==> src/rtl/coproc_cmd_pkg.sv <==
// Shared definitions for the HPS PIO command bridge: word layouts, opcodes, error codes, FSM states.
package coproc_cmd_pkg;

  localparam int unsigned CMD_W = 19;
  localparam int unsigned STS_W = 10;

  localparam int unsigned CmdReqBit  = 18;
  localparam int unsigned CmdOpcMsb  = 17;
  localparam int unsigned CmdOpcLsb  = 14;
  localparam int unsigned CmdAddrMsb = 13;
  localparam int unsigned CmdAddrLsb = 8;
  localparam int unsigned CmdDataMsb = 7;
  localparam int unsigned CmdDataLsb = 0;

  localparam int unsigned StsAckBit   = 9;
  localparam int unsigned StsErrBit   = 8;
  localparam int unsigned StsRdataMsb = 7;
  localparam int unsigned StsRdataLsb = 0;

  typedef enum logic [3:0] {
    OpNop       = 4'd0,
    OpLoadA     = 4'd1,
    OpLoadB     = 4'd2,
    OpReadC     = 4'd3,
    OpAdd       = 4'd4,
    OpSub       = 4'd5,
    OpMulScalar = 4'd6,
    OpMul       = 4'd7,
    OpTranspose = 4'd8
  } opcode_e;

  localparam logic [3:0] OPC_MAX = 4'd8;

  localparam logic [7:0] ERR_ILLEGAL = 8'hEE;
  localparam logic [7:0] ERR_TIMEOUT = 8'hFF;

  typedef enum logic [1:0] {
    StIdle,
    StIssue,
    StWaitRsp,
    StAck
  } state_e;

  function automatic logic opc_legal(input logic [3:0] opc);
    return opc <= OPC_MAX;
  endfunction

endpackage

==> src/rtl/pio_cmd_bridge_if.sv <==
// Valid/ready command channel and response strobe between the bridge and the matrix coprocessor.
interface pio_cmd_bridge_if;

  logic       co_valid;
  logic       co_ready;
  logic [3:0] co_op;
  logic [5:0] co_addr;
  logic [7:0] co_data;
  logic       co_rsp_valid;
  logic [7:0] co_rsp_data;
  logic       co_rsp_err;

  modport master (
    output co_valid,
    output co_op,
    output co_addr,
    output co_data,
    input  co_ready,
    input  co_rsp_valid,
    input  co_rsp_data,
    input  co_rsp_err
  );

  modport slave (
    input  co_valid,
    input  co_op,
    input  co_addr,
    input  co_data,
    output co_ready,
    output co_rsp_valid,
    output co_rsp_data,
    output co_rsp_err
  );

endinterface

==> src/rtl/pio_cmd_decode.sv <==
// Combinational split of the PIO command word into fields plus opcode legality/NOP flags.
module pio_cmd_decode
  import coproc_cmd_pkg::*;
(
  input  logic [CMD_W-1:0] cmd_word_i,
  output logic             req_o,
  output logic [3:0]       opc_o,
  output logic [5:0]       addr_o,
  output logic [7:0]       data_o,
  output logic             legal_o,
  output logic             nop_o
);

  always_comb begin
    req_o   = cmd_word_i[CmdReqBit];
    opc_o   = cmd_word_i[CmdOpcMsb:CmdOpcLsb];
    addr_o  = cmd_word_i[CmdAddrMsb:CmdAddrLsb];
    data_o  = cmd_word_i[CmdDataMsb:CmdDataLsb];
    legal_o = opc_legal(opc_o);
    nop_o   = (opc_o == OpNop);
  end

endmodule

==> src/rtl/pio_cmd_bridge.sv <==
// HPS PIO command bridge: REQ/ACK handshake with software, valid/ready issue to the coprocessor.
module pio_cmd_bridge
  import coproc_cmd_pkg::*;
#(
  parameter int unsigned TIMEOUT_CYC = 1024,
  parameter int unsigned CNT_W       = 16
) (
  input  logic             clk_clk,
  input  logic             reset_reset,
  input  logic [CMD_W-1:0] cmd_word,
  output logic [STS_W-1:0] sts_word,
  pio_cmd_bridge_if.master co,
  output logic [CNT_W-1:0] cmd_count
);

  localparam int unsigned TmoW = (TIMEOUT_CYC > 1) ? $clog2(TIMEOUT_CYC) : 1;
  localparam logic [TmoW-1:0] TmoLast = TmoW'(TIMEOUT_CYC - 1);

  logic       dec_req;
  logic [3:0] dec_opc;
  logic [5:0] dec_addr;
  logic [7:0] dec_data;
  logic       dec_legal;
  logic       dec_nop;

  pio_cmd_decode u_decode (
    .cmd_word_i (cmd_word),
    .req_o      (dec_req),
    .opc_o      (dec_opc),
    .addr_o     (dec_addr),
    .data_o     (dec_data),
    .legal_o    (dec_legal),
    .nop_o      (dec_nop)
  );

  state_e            state_q, state_d;
  logic              req_q;
  logic [3:0]        op_q, op_d;
  logic [5:0]        addr_q, addr_d;
  logic [7:0]        data_q, data_d;
  logic              err_q, err_d;
  logic [7:0]        rdata_q, rdata_d;
  logic [TmoW-1:0]   tmo_q, tmo_d;
  logic [CNT_W-1:0]  cnt_q, cnt_d;
  logic              req_rise;

  // req_q resets high so a REQ held across reset release is not taken as a new request.
  assign req_rise = dec_req && !req_q;

  always_comb begin
    state_d = state_q;
    op_d    = op_q;
    addr_d  = addr_q;
    data_d  = data_q;
    err_d   = err_q;
    rdata_d = rdata_q;
    tmo_d   = tmo_q;
    cnt_d   = cnt_q;
    case (state_q)
      StIdle: begin
        if (req_rise) begin
          op_d   = dec_opc;
          addr_d = dec_addr;
          data_d = dec_data;
          if (!dec_legal) begin
            err_d   = 1'b1;
            rdata_d = ERR_ILLEGAL;
            state_d = StAck;
          end else if (dec_nop) begin
            err_d   = 1'b0;
            rdata_d = 8'h00;
            state_d = StAck;
          end else begin
            state_d = StIssue;
          end
        end
      end
      StIssue: begin
        if (co.co_ready) begin
          tmo_d   = '0;
          state_d = StWaitRsp;
        end
      end
      StWaitRsp: begin
        if (co.co_rsp_valid) begin
          err_d   = co.co_rsp_err;
          rdata_d = co.co_rsp_data;
          state_d = StAck;
        end else if (tmo_q == TmoLast) begin
          err_d   = 1'b1;
          rdata_d = ERR_TIMEOUT;
          state_d = StAck;
        end else begin
          tmo_d = tmo_q + TmoW'(1);
        end
      end
      StAck: begin
        if (!dec_req) begin
          cnt_d   = cnt_q + CNT_W'(1);
          state_d = StIdle;
        end
      end
      default: state_d = StIdle;
    endcase
  end

  always_ff @(posedge clk_clk) begin
    if (reset_reset) begin
      state_q <= StIdle;
      req_q   <= 1'b1;
      op_q    <= '0;
      addr_q  <= '0;
      data_q  <= '0;
      err_q   <= 1'b0;
      rdata_q <= '0;
      tmo_q   <= '0;
      cnt_q   <= '0;
    end else begin
      state_q <= state_d;
      req_q   <= dec_req;
      op_q    <= op_d;
      addr_q  <= addr_d;
      data_q  <= data_d;
      err_q   <= err_d;
      rdata_q <= rdata_d;
      tmo_q   <= tmo_d;
      cnt_q   <= cnt_d;
    end
  end

  assign co.co_valid = (state_q == StIssue);
  assign co.co_op    = op_q;
  assign co.co_addr  = addr_q;
  assign co.co_data  = data_q;

  always_comb begin
    sts_word                          = '0;
    sts_word[StsAckBit]               = (state_q == StAck);
    sts_word[StsErrBit]               = err_q;
    sts_word[StsRdataMsb:StsRdataLsb] = rdata_q;
  end

  assign cmd_count = cnt_q;

endmodule
==> src/flat_wrapper.sv <==
// flat-port wrapper written by rule: the top's interface ports become plain ports
module pio_cmd_bridge_flat import coproc_cmd_pkg::*;
#(
  parameter int unsigned TIMEOUT_CYC = 1024,
  parameter int unsigned CNT_W       = 16
)
  (clk_clk, reset_reset, cmd_word, sts_word, cmd_count, co_co_valid, co_co_op, co_co_addr, co_co_data, co_co_ready, co_co_rsp_valid, co_co_rsp_data, co_co_rsp_err);
  pio_cmd_bridge_if co_i ();
  input  logic clk_clk;
  input  logic reset_reset;
  input  logic [CMD_W-1:0] cmd_word;
  output logic [STS_W-1:0] sts_word;
  output logic [CNT_W-1:0] cmd_count;
  output wire logic [$bits(co_i.co_valid)-1:0] co_co_valid;
  output wire logic [$bits(co_i.co_op)-1:0] co_co_op;
  output wire logic [$bits(co_i.co_addr)-1:0] co_co_addr;
  output wire logic [$bits(co_i.co_data)-1:0] co_co_data;
  input wire logic [$bits(co_i.co_ready)-1:0] co_co_ready;
  input wire logic [$bits(co_i.co_rsp_valid)-1:0] co_co_rsp_valid;
  input wire logic [$bits(co_i.co_rsp_data)-1:0] co_co_rsp_data;
  input wire logic [$bits(co_i.co_rsp_err)-1:0] co_co_rsp_err;
  assign co_co_valid = co_i.co_valid;
  assign co_co_op = co_i.co_op;
  assign co_co_addr = co_i.co_addr;
  assign co_co_data = co_i.co_data;
  assign co_i.co_ready = co_co_ready;
  assign co_i.co_rsp_valid = co_co_rsp_valid;
  assign co_i.co_rsp_data = co_co_rsp_data;
  assign co_i.co_rsp_err = co_co_rsp_err;
  pio_cmd_bridge #(.TIMEOUT_CYC(TIMEOUT_CYC), .CNT_W(CNT_W)) u_core (.clk_clk(clk_clk), .reset_reset(reset_reset), .cmd_word(cmd_word), .sts_word(sts_word), .co(co_i), .cmd_count(cmd_count));
endmodule
==> config.mk <==
export PLATFORM = sky130hd
export DESIGN_NAME = pio_cmd_bridge_flat
export DESIGN_NICKNAME = d
export VERILOG_FILES = /design/src/rtl/coproc_cmd_pkg.sv /design/src/rtl/pio_cmd_bridge_if.sv /design/src/rtl/pio_cmd_decode.sv /design/src/rtl/pio_cmd_bridge.sv /design/src/flat_wrapper.sv
export SDC_FILE = /design/constraint.sdc
export NUM_CORES = 1
export LEC_CHECK = 0
export ABC_AREA = 1
export BUFFER_PORTS_ARGS = -buffer_cell sky130_fd_sc_hd__buf_2
export CAP_MARGIN = 20
export CORE_MARGIN = 1.5
export CORE_UTILIZATION = 35
export DETAILED_ROUTE_END_ITERATION = 8
export PLACE_DENSITY = 0.55
export SYNTH_ARGS = -nofsm -noshare
export SYNTH_HDL_FRONTEND = slang
export SYNTH_SLANG_ARGS = --single-unit
==> constraint.sdc <==
create_clock -name clk_clk -period 4.09 [get_ports clk_clk]
set_input_delay 0.818 -clock clk_clk [delete_from_list [all_inputs] [get_ports clk_clk]]
set_output_delay 0.818 -clock clk_clk [all_outputs]
set_load 0.01 [all_outputs]
== Word-level counts from Yosys, hierarchy flattened ==
Cells that the tools add are included.

* Bits in registers: 56
* Input port bits: 32
* Output and inout port bits: 45

* Equality and inequality tests: 11
* Magnitude comparators: 1
* Bitwise logic cells: 1
* Reductions and logical operators: 11
* Multiplexer cells: 24
* $add $sub $neg: 2

{| class="wikitable"
|+ Operators by type and width
! kind !! number
|-
| $mux W8 || 5
|-
| $mux W10 || 3
|-
| $pmux W10 S2 || 1
|-
| $add A16 B1 Y16 const B || 1
|-
| $pmux W8 S2 || 1
|-
| $mux W2 || 7
|-
| $reduce_and A4 Y1 || 3
|-
| $add A10 B1 Y10 const B || 1
|-
| $eq A10 B10 Y1 const B || 1
|-
| $pmux W2 S4 || 1
|-
| $ne A2 B2 Y1 const B || 3
|-
| $mux W1 || 5
|-
| $eq A2 B2 Y1 const B || 2
|-
| $le A4 B4 Y1 const B || 1
|-
| $logic_not A4 Y1 || 1
|-
| $ne A2 B1 Y1 const B || 2
|-
| $reduce_and A2 Y1 || 2
|-
| $reduce_bool A2 Y1 || 2
|-
| $ne A3 B2 Y1 const B || 1
|-
| $ne A3 B3 Y1 const B || 1
|-
| $eq A2 B1 Y1 const B || 1
|-
| $logic_not A2 Y1 || 1
|-
| $pmux W1 S2 || 1
|-
| $logic_and A1 B1 Y1 || 1
|-
| 2 further kinds || 2
|}

== Depth between registers and ports, before layout ==
* Word-level depth: 5
* Depth in mapped cells: 11
* Gate-level depth less buffers: 10

== Cells and area by module ==
Synthesis repeated with hierarchy kept, for this count alone.

* Cells, all modules: 455
* Area, all modules: 3054.2 um2

{| class="wikitable"
|+ By module, submodules not included
! module !! times used !! area each (um2) !! sequential area each (um2) !! cells each
|-
| pio_cmd_bridge || 1 || 2884.0 || 1121.1 || 430
|-
| pio_cmd_decode || 1 || 170.2 || 0.0 || 25
|}

== Worst setup path after synthesis ==
No wires, ideal clock.

* Kind: input-to-reg
* Start point: input port reset_reset
* End point: register u_core.op_q[3] (netlist: u_core.co.co_op[3])
* Data required time: 4.020 ns
* Setup slack: 2.369 ns
* Arrival: 1.651 ns
* Setup time: 0.070 ns
* Stages: 6
* Path through: clkbuf_1 -> inv_1 -> buf_2 -> clkbuf_1 -> o21ai_0 -> a21oi_1

{| class="wikitable"
|+ RTL lines
! what !! RTL line !! RTL
|-
| from (decl) || flat_wrapper.sv:10 || <nowiki>input logic reset_reset;</nowiki>
|-
| to (signal assigned) || pio_cmd_bridge.sv:121 || <nowiki>op_q <= op_d;</nowiki>
|-
| to (decl) || pio_cmd_bridge.sv:38 || <nowiki>logic [3:0] op_q, op_d;</nowiki>
|}

== Worst setup path in the final report ==
* Start point: register u_core.state_q[0]
* End point: register u_core.tmo_q[7]

* Longest elaborated chain between the ends: 3
* Elaborated cells between the ends (all ways): 8
* Classes of those cells: eq/ne: 5; mux: 1; reduce/logical: 2

{| class="wikitable"
|+ Ends and longest elaborated chain
! what !! RTL line !! RTL
|-
| from (decl) || pio_cmd_bridge.sv:36 || <nowiki>state_e state_q, state_d;</nowiki>
|-
| from (signal assigned) || pio_cmd_bridge.sv:109 || <nowiki>state_q <= StIdle;</nowiki>
|-
| from (signal assigned) || pio_cmd_bridge.sv:119 || <nowiki>state_q <= state_d;</nowiki>
|-
| $eq A2 B2 Y1 / $eq A2 B1 Y1 (equally long branches) || pio_cmd_bridge.sv:59 || <nowiki>case (state_q)</nowiki>
|-
| $ne A2 B2 Y1 (no source line), or another cell as far along || n/a ||
|-
| $reduce_and A4 Y1 (no source line) || n/a ||
|-
| to (signal assigned) || pio_cmd_bridge.sv:126 || <nowiki>tmo_q <= tmo_d;</nowiki>
|-
| to (decl) || pio_cmd_bridge.sv:43 || <nowiki>logic [TmoW-1:0] tmo_q, tmo_d;</nowiki>
|}

Parallel ways exist; a longest one is shown, timed or not.
A chain may end at the register's enable or synchronous reset.

==> impl_metrics.env <==
export IMPL_synth_nets=454
export IMPL_power_frac_clock_pct=19.0
export IMPL_internal_power_w=0.00102
export IMPL_area_growth_pct=19.9
export IMPL_drt_vias_per_instance=4.58
export IMPL_synthMuxAreaShare_pct=0
export IMPL_hp_start="u_core.co.co_addr[5]"
export IMPL_ys_ff_latch=56
export IMPL_synth_top_area_share_pct=39.6
export IMPL_wl_per_cell_um=10.7
export IMPL_endpoint_kind="flop"
export IMPL_p_comb_share_pct=40.7
export IMPL_htreeDepth=2
export IMPL_synth_adder_area_share_pct=2.65
export IMPL_syn_area_per_cell_um2=6.81
export IMPL_ant_nets=0
export IMPL_cp_num_buf_inv=2
export IMPL_place_congestion=0.753
export IMPL_path_class="flop to flop"
export IMPL_yosys_area_share_simple_pct=31.9
export IMPL_firstDrtPassIters=4
export IMPL_fmax_mhz=505
export IMPL_cts_buffers=5
export IMPL_setup_tns_ns=0
export IMPL_cts_sinks=56
export IMPL_p_total_w=0.00171
export IMPL_layout_worst_path_cycle_share_pct=48.4
export IMPL_synth_cell_area_um2=2830
export IMPL_finalHoldViolCount=0
export IMPL_cts_resized=0
export IMPL_boundaryPins=77
export IMPL_cts_tree="done"
export IMPL_initial_utilization_pct=36.5
export IMPL_start_kind="flop"
export IMPL_drtIter0Drc=65
export IMPL_status="completed"
export IMPL_maxCapViolCount=0
export IMPL_synth_cell_type_count=28
export IMPL_critical_path_startpoint="u_core.state_q[0]"
export IMPL_fp_coreArea_um2=7770
export IMPL_critPathMaxStageDelay_ns=0.56
export IMPL_slew_viol_final=0
export IMPL_grt_max_degree=37
export IMPL_grt_total_usage_pct=15.8
export IMPL_n_antenna_cell=0
export IMPL_overflow=0
export IMPL_path_max_fanout=15
export IMPL_final_util_pct=43.7
export IMPL_fp_dieW_um=92.9
export IMPL_synth_compound_area_share_pct=14.4
export IMPL_worst_pin_slew_ns=0.905
export IMPL_power_leakage_nw=1.56
export IMPL_synth_top_family_by_area="simple AND/OR/NAND/NOR gates"
export IMPL_dieHeight_um=92.9
export IMPL_synth_seq_area_share_pct=39.6
export IMPL_finalCriticalPeriod_ns=1.98
export IMPL_vias=2712
export IMPL_max_slew_margin_rel_pct=39.6
export IMPL_die_area_um2=8640
export IMPL_grt_pass1_vias=2517
export IMPL_power_frac_seq_pct=40.3
export IMPL_cp_slowest_cell="ha_1"
export IMPL_p_sw_w=0.000685
export IMPL_hold_path_class="flop to flop"
export IMPL_synthCells=416
export IMPL_cp_data_arrival_time_ns=2.23
export IMPL_rsz0062_at_grt="false"
export IMPL_path_clk_slew_ns=0.11
export IMPL_drc=0
export IMPL_dp_hpwl_um=4670
export IMPL_drt_wl_total_um=6310
export IMPL_clock_latency_ns=0.32
export IMPL_crit_chain="inv_1 -> ha_1 -> inv_4 -> a21oi_4 -> nand2_4 -> nand2_1 -> nand2_1 -> nor2_1"
export IMPL_ir_drop_mv=0.171
export IMPL_worstReg2RegStart="u_core.state_q[0]"
export IMPL_synth_xor_area_share_pct=0.928
export IMPL_clockRootBuffer="clkbuf_8"
export IMPL_cpMostUsedCell="nand2_1"
export IMPL_finClkSkew_ns=0.0123
export IMPL_cts_setup_buffers=0
export IMPL_postCtsHoldBufs=0
export IMPL_nets=527
export IMPL_critPathTopFamily="adder cells"
export IMPL_port_buffers=76
export IMPL_swShare_pct=40.1
export IMPL_p_per_area_nw_per_um2=503
export IMPL_ys_warn_count=0
export IMPL_final_setup_viol_count=0
export IMPL_fp_row_count=32
export IMPL_required_ns=4.35
export IMPL_drive_gt1_share_pct=21.2
export IMPL_synthTopCellsByArea="dfxtp_1 40%, nand2_1 11%, nor2_1 8.5%, inv_1 7.8%, a21oi_1 6.5%"
export IMPL_grt_first_pass_wirelength_um=11100
export IMPL_antenna_found_initial=0
export IMPL_cts_buffer_depth=2
export IMPL_yosys_area_top_type="dfxtp_1"
-- sequential cells by signal, summed over array words and instances (netlist names) --
| register | count |
|---|---|
| u_core.co.co_data | 8 |
| u_core.co.co_addr | 6 |
| u_core.tmo_q | 10 |
| u_core.state_q | 2 |
| u_core.req_q | 1 |
| u_core.rdata_q | 8 |
| u_core.err_q | 1 |
| u_core.co.co_op | 4 |
| u_core.cmd_count | 16 |
-- metal layers --
layer,vias up,track usage [%],share of wire [%]
met2,52,26.5,46
met1,1204,20.3,48
met5,-,0,0
met4,0,5.56,1.5
met3,7,2.63,3.8
li1,1449,-,-
-- cells in the mapped netlist --
cell type,number
a21boi_1,1
clkbuf_1,6
a21oi_1,37
nand3b_1,7
xor2_1,3
o21ai_1,1
nor3b_1,2
buf_6,1
buf_2,4
a21oi_4,2
nand2_2,3
ha_1,6
o21a_1,1
dfxtp_1,56
nand2_1,84
buf_4,1
inv_1,59
nor3_2,1
nor2_2,2
nand3_1,23
inv_2,2
nor2_4,3
nand2_4,3
inv_4,1
o21ai_0,34
nand3_4,1
nor2_1,64
nor3_1,8
-- per-stage QoR --
stage	cell area (um2)	hold WS, ns	cells	worst slack, ns
after global placement	3290	0.432	583	1.74
after floorplan	2830	0.456	416	2.37
after global routing	3390	0.472	592	1.90
after detailed placement	3290	0.436	583	1.66
final	3390	0.446	592	2.11
after CTS	3380	0.453	591	1.95
-- layout make-up --
| cell class | count | area, um2 |
|---|---|---|
| clock buffer | 5 | 68.8 |
| clock inverter | 3 | 25.0 |
| fill | 848 | 4370 |
| inverter | 62 | 235 |
| multi-input combinational | 286 | 1410 |
| sequential | 56 | 1120 |
| tap | 102 | 128 |
| timing repair buffer | 78 | 403 |
-- power by group through the flow --
stage	clock (W)	sequential (W)	combinational [W]
global route	0.000356	0.000703	0.000802
floorplan	0	0.000727	0.000510
CTS	0.000340	0.000689	0.000701
global placement	0	0.000698	0.000690
finish	0.000325	0.000688	0.000695
detailed placement	0	0.000702	0.000698
-- logic make-up after synthesis --
kind of cell               after synthesis
and+or+nand+nor                        201
AOI/OAI and AO/OA                       76
buffers and inverters                   74
DFF                                     56
adders and majority gates                6
xor gates and xnor gates                 3
-- worst paths after layout --
path / end / slack [ns] / cells after the start
min: u_core.co.co_addr[5] / 0.45 / 2
max: u_core.tmo_q[7] / 2.11 / 8
min reg2reg: u_core.co.co_addr[5] / 0.45 / 2
max reg2reg: u_core.tmo_q[7] / 2.11 / 8
-- cells in the final DEF (no fill, tap or decap), drive strengths merged --
cell,netlist,layout
nand2,90,90
buf,6,78
nor2,69,69
inv,62,64
dfxtp,56,56
a21oi,39,39
o21ai,35,35
nand3,24,24
nor3,9,9
nand3b,7,7
ha,6,6
clkbuf,6,5
xor2,3,3
nor3b,2,2
a21boi,1,1
o21a,1,1
clkinv,0,1
-- worst register-to-register path: stages (launching register included) --
cell,delay [ns]
dfxtp_1,0.35
inv_1,0.10
ha_1,0.56
inv_4,0.16
a21oi_4,0.36
nand2_4,0.16
nand2_1,0.09
nand2_1,0.04
nor2_1,0.10
(Power assumes the default switching activity.)
